$ cat src/rtl/grid_scan_if.sv
// grid_scan_if: signal bundle between the generation side and the LED matrix
// scanner.
//   grid       64  generation word, grid[8*r+c] = cell at row r, column c
//   load        1  capture request for grid
//   enable      1  scan enable (level)
//   row         8  one-hot row strobe
//   col         8  column data for the active row
//   busy        1  scanner is in SCAN or BLANK
//   frame_done  1  pulse in the blank cycle that closes a frame
//   load_ack    1  pulse the cycle after a load capture
// The master modport belongs to whoever drives grid/load/enable. The slave
// modport is the scanner itself.
interface grid_scan_if;
  logic [63:0] grid;
  logic        load;
  logic        enable;
  logic [7:0]  row;
  logic [7:0]  col;
  logic        busy;
  logic        frame_done;
  logic        load_ack;

  modport master (
    output grid, load, enable,
    input  row, col, busy, frame_done, load_ack
  );

  modport slave (
    input  grid, load, enable,
    output row, col, busy, frame_done, load_ack
  );
endinterface

$ cat src/rtl/grid_scan.sv
// grid_scan: double-buffered 8x8 LED matrix scanner.
// A generation word is captured into a shadow register on every load. The
// displayed buffer is refreshed from the shadow only at frame start, so a
// frame never tears. Each row is driven for DWELL cycles and then blanked for
// one cycle. The frame period is 8*(DWELL+1) cycles.
//   clk    system clock, rising edge
//   reset  synchronous, active-high; has priority over load and enable
//   bus    grid_scan_if.slave (grid/load/enable in; row/col/busy/frame_done/load_ack out)
// DWELL is the number of drive cycles per row, legal range 1..255.
module grid_scan #(
  parameter int DWELL = 4
) (
  input  logic            clk,
  input  logic            reset,
  grid_scan_if.slave      bus
);

  localparam logic [1:0] ST_IDLE  = 2'd0;
  localparam logic [1:0] ST_SCAN  = 2'd1;
  localparam logic [1:0] ST_BLANK = 2'd2;

  localparam logic [7:0] DWELL_LAST = 8'(DWELL - 1);

  logic [1:0]  state, state_n;
  logic [2:0]  r, r_n;
  logic [7:0]  d, d_n;
  logic [63:0] shadow;
  logic [63:0] frame_buf, buf_n;
  logic        copy;

  // Next-state logic. The registered outputs below are derived from these
  // next-state values, so every output lines up with the state it describes.
  always_comb begin
    // NOTE: every signal written here gets a default first. A path that
    // leaves one unassigned would infer a latch.
    state_n = state;
    r_n     = r;
    d_n     = d;
    copy    = 1'b0;

    case (state)
      ST_IDLE: begin
        if (bus.enable) begin
          copy    = 1'b1;
          r_n     = 3'd0;
          d_n     = 8'd0;
          state_n = ST_SCAN;
        end
      end

      ST_SCAN: begin
        d_n = d + 8'd1;
        if (d == DWELL_LAST) begin
          state_n = ST_BLANK;
        end
      end

      ST_BLANK: begin
        d_n = 8'd0;
        if (r != 3'd7) begin
          r_n     = r + 3'd1;
          state_n = ST_SCAN;
        end else begin
          // End of frame. Restart immediately while enabled. Otherwise park.
          r_n = 3'd0;
          if (bus.enable) begin
            copy    = 1'b1;
            state_n = ST_SCAN;
          end else begin
            state_n = ST_IDLE;
          end
        end
      end

      default: begin
        state_n = ST_IDLE;
        r_n     = 3'd0;
        d_n     = 8'd0;
      end
    endcase

    // A load on the frame-start edge bypasses the shadow. The new grid then
    // appears in this frame rather than one frame late.
    buf_n = frame_buf;
    if (copy) begin
      buf_n = bus.load ? bus.grid : shadow;
    end
  end

  always_ff @(posedge clk) begin
    // NOTE: sequential state uses non-blocking assignments only. Every
    // register then samples the pre-edge values regardless of statement order.
    if (reset) begin
      state          <= ST_IDLE;
      r              <= 3'd0;
      d              <= 8'd0;
      shadow         <= 64'd0;
      frame_buf      <= 64'd0;
      bus.row        <= 8'h00;
      bus.col        <= 8'h00;
      bus.busy       <= 1'b0;
      bus.frame_done <= 1'b0;
      bus.load_ack   <= 1'b0;
    end else begin
      state     <= state_n;
      r         <= r_n;
      d         <= d_n;
      frame_buf <= buf_n;
      if (bus.load) begin
        shadow <= bus.grid;
      end

      bus.load_ack   <= bus.load;
      bus.busy       <= (state_n != ST_IDLE);
      bus.frame_done <= (state_n == ST_BLANK) && (r_n == 3'd7);
      if (state_n == ST_SCAN) begin
        bus.row <= 8'd1 << r_n;
        bus.col <= buf_n[{r_n, 3'b000} +: 8];
      end else begin
        bus.row <= 8'h00;
        bus.col <= 8'h00;
      end
    end
  end

endmodule

$ cat src/flat_wrapper.sv
// flat-port wrapper written by rule: the top's interface ports become plain ports
module grid_scan_flat 
#(
  parameter int DWELL = 4
)
  (clk, reset, bus_grid, bus_load, bus_enable, bus_row, bus_col, bus_busy, bus_frame_done, bus_load_ack);
  grid_scan_if bus_i ();
  input  logic clk;
  input  logic reset;
  input wire logic [$bits(bus_i.grid)-1:0] bus_grid;
  input wire logic [$bits(bus_i.load)-1:0] bus_load;
  input wire logic [$bits(bus_i.enable)-1:0] bus_enable;
  output wire logic [$bits(bus_i.row)-1:0] bus_row;
  output wire logic [$bits(bus_i.col)-1:0] bus_col;
  output wire logic [$bits(bus_i.busy)-1:0] bus_busy;
  output wire logic [$bits(bus_i.frame_done)-1:0] bus_frame_done;
  output wire logic [$bits(bus_i.load_ack)-1:0] bus_load_ack;
  assign bus_i.grid = bus_grid;
  assign bus_i.load = bus_load;
  assign bus_i.enable = bus_enable;
  assign bus_row = bus_i.row;
  assign bus_col = bus_i.col;
  assign bus_busy = bus_i.busy;
  assign bus_frame_done = bus_i.frame_done;
  assign bus_load_ack = bus_i.load_ack;
  grid_scan #(.DWELL(DWELL)) u_core (.clk(clk), .reset(reset), .bus(bus_i));
endmodule
$ cat config.mk
export PLATFORM = sky130hd
export DESIGN_NAME = grid_scan_flat
export DESIGN_NICKNAME = d
export VERILOG_FILES = /design/src/rtl/grid_scan_if.sv /design/src/rtl/grid_scan.sv /design/src/flat_wrapper.sv
export SDC_FILE = /design/constraint.sdc
export NUM_CORES = 1
export LEC_CHECK = 0
export BUFFER_PORTS_ARGS = -buffer_cell sky130_fd_sc_hd__buf_4
export CAP_MARGIN = 40
export CORE_AREA = 10 10 120 122
export CTS_CLUSTER_SIZE = 14
export DETAILED_ROUTE_END_ITERATION = 10
export DIE_AREA = 0 0 130 132
export PLACE_DENSITY = 0.75
export SLEW_MARGIN = 5
export SYNTH_ARGS = -nofsm -noshare
export SYNTH_HDL_FRONTEND = slang
export SYNTH_SLANG_ARGS = --single-unit
export TNS_END_PERCENT = 20
$ cat constraint.sdc
create_clock -name clk -period 2.8 [get_ports clk]
set_input_delay 0.14 -clock clk [delete_from_list [all_inputs] [get_ports clk]]
set_output_delay 0.14 -clock clk [all_outputs]
set_load 0.05 [all_outputs]
==> flow_metrics.env <==
export IMPL_ys_flop_type="dfxtp_1"
export IMPL_maxSlewViolCount=0
export IMPL_grt_pass1_vias=4723
export IMPL_gp_congestion=0.836
export IMPL_dieArea_mm2=0.0172
export IMPL_sequentialPowerShare=0.442
export IMPL_synthTopCellsByCount="dfxtp_1, nor2_1, mux2i_1"
export IMPL_drt_vias_per_instance=5.28
export IMPL_final_setup_worst_slack_ns=0.309
export IMPL_cts_tree="done"
export IMPL_critPathBufInv=2
export IMPL_grt_ovfl_total=0
export IMPL_netlist_area_mm2=0.00645
export IMPL_core_mm2=0.0119
export IMPL_yosysWarnings=0
export IMPL_worst_path_max_fanout=28
export IMPL_min_from="bus_grid[29]"
export IMPL_p_comb_frac=0.114
export IMPL_fin_area_mm2=0.00790
export IMPL_synth_most_common_cell="dfxtp_1"
export IMPL_syn_num_nets=705
export IMPL_status="finished clean"
export IMPL_num_fill_cells=973
export IMPL_antenna_cells=0
export IMPL_cts_hold_fix_buffers=9
export IMPL_antenna_found_initial=0
export IMPL_syn_inst=634
export IMPL_vdd_ir_drop_max_v=0.000351
export IMPL_cts_sinks=160
export IMPL_io_pins=87
export IMPL_min_period_ns=2.49
export IMPL_timing_setup_tns_ns=0
export IMPL_synth_edff_count=0
export IMPL_synth_cell_types=36
export IMPL_start_util=0.542
export IMPL_hold_violations=0
export IMPL_cts_resized=0
export IMPL_clk_pin_slew_ns=0.06
export IMPL_critPathLaunchType="flip-flop"
export IMPL_hpwl_mm=10.1
export IMPL_fmax_ghz=0.401
export IMPL_drt_pass1_iter_count=5
export IMPL_cpMostUsedCell="mux2i_1"
export IMPL_post_synth_top_area_cell="dfxtp_1"
export IMPL_cp_end_kind="flip-flop"
export IMPL_rows=40
export IMPL_sw_frac_of_total=0.229
export IMPL_cp_required_ns=3.07
export IMPL_max_stage_delay_ns=0.39
export IMPL_cts_buffers_inserted=17
export IMPL_drive_gt1_frac=0.254
export IMPL_clockBufferDepth=2
export IMPL_startpoint="u_core.r[0]"
export IMPL_postCtsSetupBuffers=0
export IMPL_setup_viol=0
export IMPL_drc=0
export IMPL_slowest_stage="dfxtp_1"
export IMPL_die_h_um=132
export IMPL_layout_nets=785
export IMPL_tightest_slew_ns=0.923
export IMPL_powerDensity_mw_per_mm2=697
export IMPL_htreeDepth=4
export IMPL_p_switching_w=0.00126
export IMPL_fp_dieW_um=130
export IMPL_seqCellArea_mm2=0.00320
export IMPL_synth_seq_area_share=0.496
export IMPL_postRouteAntennaNets=0
export IMPL_finalWirelength_mm=14.2
export IMPL_grt_max_degree=93
export IMPL_first_iter_violations=340
export IMPL_max_slew_margin=0.384
export IMPL_synth_seq_cells=160
export IMPL_power_internal_w=0.00425
export IMPL_leakage_nw=3.34
export IMPL_yosys_area_top_type_share=0.496
export IMPL_syn_area_per_cell_um2=10.2
export IMPL_fin_crit_sh=0.890
export IMPL_hold_ws_ns=0.0112
export IMPL_maxCapViolCount=0
export IMPL_cp_arrival_ns=2.76
export IMPL_yosys_top_cells_area="dfxtp_1, mux2i_1, nor2_1, mux2_2, nor2b_1"
export IMPL_worstPathCellList="ha_1 -> ha_1 -> nor2b_4 -> nor3b_4 -> buf_12 -> buf_12 -> mux2i_1 -> mux2i_1 -> mux2i_1 -> o32ai_1"
export IMPL_dpl_worst_slack_ns=0.372
export IMPL_timing_rr_start="u_core.r[0]"
export IMPL_power_frac_clock=0.444
export IMPL_vias=4611
export IMPL_clk_latency_ns=0.42
export IMPL_grtUsageTotal=0.170
export IMPL_syn2layout_area_growth_pct=22.5
export IMPL_post_dp_cell_area_mm2=0.00717
export IMPL_skew_ns=0.00670
export IMPL_path_delay_family="multiplexers"
export IMPL_critical_path_class="flip-flop to flip-flop"
export IMPL_multi_input_area_mm2=0.00293
export IMPL_rsz0062_at_grt="false"
export IMPL_wire_per_inst_um=16.3
export IMPL_portBuffers=86
export IMPL_synthArstFlopShare=0
export IMPL_hp_class="primary input to flip-flop"
export IMPL_grt_pass1_wl_mm=23.6
export IMPL_cts_root_buf="clkbuf_16"
==> cell type report <==
cell class	instances	share of cell area
clock inverters	12	0.0233
inverters	19	0.00902
repair buffers	105	0.110
well taps	147	0.0233
clock buffers	20	0.0578
multi-input cells	411	0.371
flip-flops and latches	160	0.405
==> final timing paths <==
check,end,slack [ns],depth (start not counted)
worst max-delay path,u_core.bus.col[3],0.31,10
worst min-delay path,u_core.shadow[29],0.01,3
worst max register to register,u_core.bus.col[3],0.31,10
worst min register to register,u_core.frame_buf[7],0.49,2
==> power by group through the flow <==
stage | combinational, W | clock (W) | sequential (W)
6_report | 0.000628 | 0.00244 | 0.00244
5_1_grt | 0.000691 | 0.00258 | 0.00245
4_1_cts | 0.000634 | 0.00248 | 0.00244
3_5_place_dp | 0.000618 | 0 | 0.00249
3_3_place_gp | 0.000601 | 0 | 0.00248
2_1_floorplan | 0.000410 | 0 | 0.00250
==> sequential cells by signal, summed over array words and instances, names as in the netlist, 2 cells and up <==
| signal | cells |
|---|---|
| u_core.r | 3 |
| u_core.d | 8 |
| u_core.shadow | 64 |
| u_core.state | 2 |
| u_core.frame_buf | 64 |
| u_core.bus.row | 8 |
| u_core.bus.col | 8 |
==> worst register-to-register path: stages (launching register included) <==
cell     delay, ns
dfxtp_1       0.39
ha_1          0.20
ha_1          0.22
nor2b_4       0.07
nor3b_4       0.20
buf_12        0.20
buf_12        0.24
mux2i_1       0.30
mux2i_1       0.10
mux2i_1       0.27
o32ai_1       0.16
==> through the flow <==
step	util	cells	power, W
2_1_floorplan	-	634	0.00291
3_3_place_gp	0.602	833	0.00308
3_5_place_dp	0.602	833	0.00311
4_1_cts	0.664	874	0.00555
5_1_grt	0.664	874	0.00572
6_report	0.664	874	0.00551
==> cells by family (layout without fill, tap and decap cells) <==
logic type / count (synthesis) / after routing / share of synthesized area
and+or+nand+nor: 208 / 208 / 0.150
AOI/OAI and AO/OA: 64 / 64 / 0.0677
muxes: 136 / 136 / 0.230
adders and majority gates: 3 / 3 / 0.00582
buffers and inverters: 63 / 156 / 0.0504
DFF: 160 / 160 / 0.496
==> routing by layer <==
layer,up-vias,share of wire,global-route usage
met4,0,0.020,0.0588
li1,2301,-,-
met5,-,0,0
met1,2181,0.44,0.202
met3,24,0.059,0.0523
met2,105,0.48,0.282
==> placed cells by master, fill, tap and decap left out, types with 3 or more instances in the layout <==
cell / netlist / layout
nor2b_1: 50 / 50
buf_4: 7 / 91
inv_1: 18 / 18
clkbuf_16: 0 / 17
bufinv_16: 0 / 4
a21oi_2: 3 / 3
nand2_1: 9 / 9
ha_1: 3 / 3
nor3_1: 7 / 7
o32ai_1: 8 / 8
nor2_1: 129 / 129
buf_12: 0 / 5
dlygate4sd3_1: 0 / 9
a211oi_1: 17 / 17
mux2i_1: 88 / 88
clkinv_4: 0 / 5
o21ai_0: 6 / 6
or3_1: 3 / 3
mux2_2: 32 / 32
a22oi_1: 3 / 3
a31oi_1: 3 / 3
a311oi_1: 3 / 3
dfxtp_1: 160 / 160
a21oi_1: 18 / 18
mux2_4: 16 / 16
No activity file was read; power rests on OpenSTA's default activity.
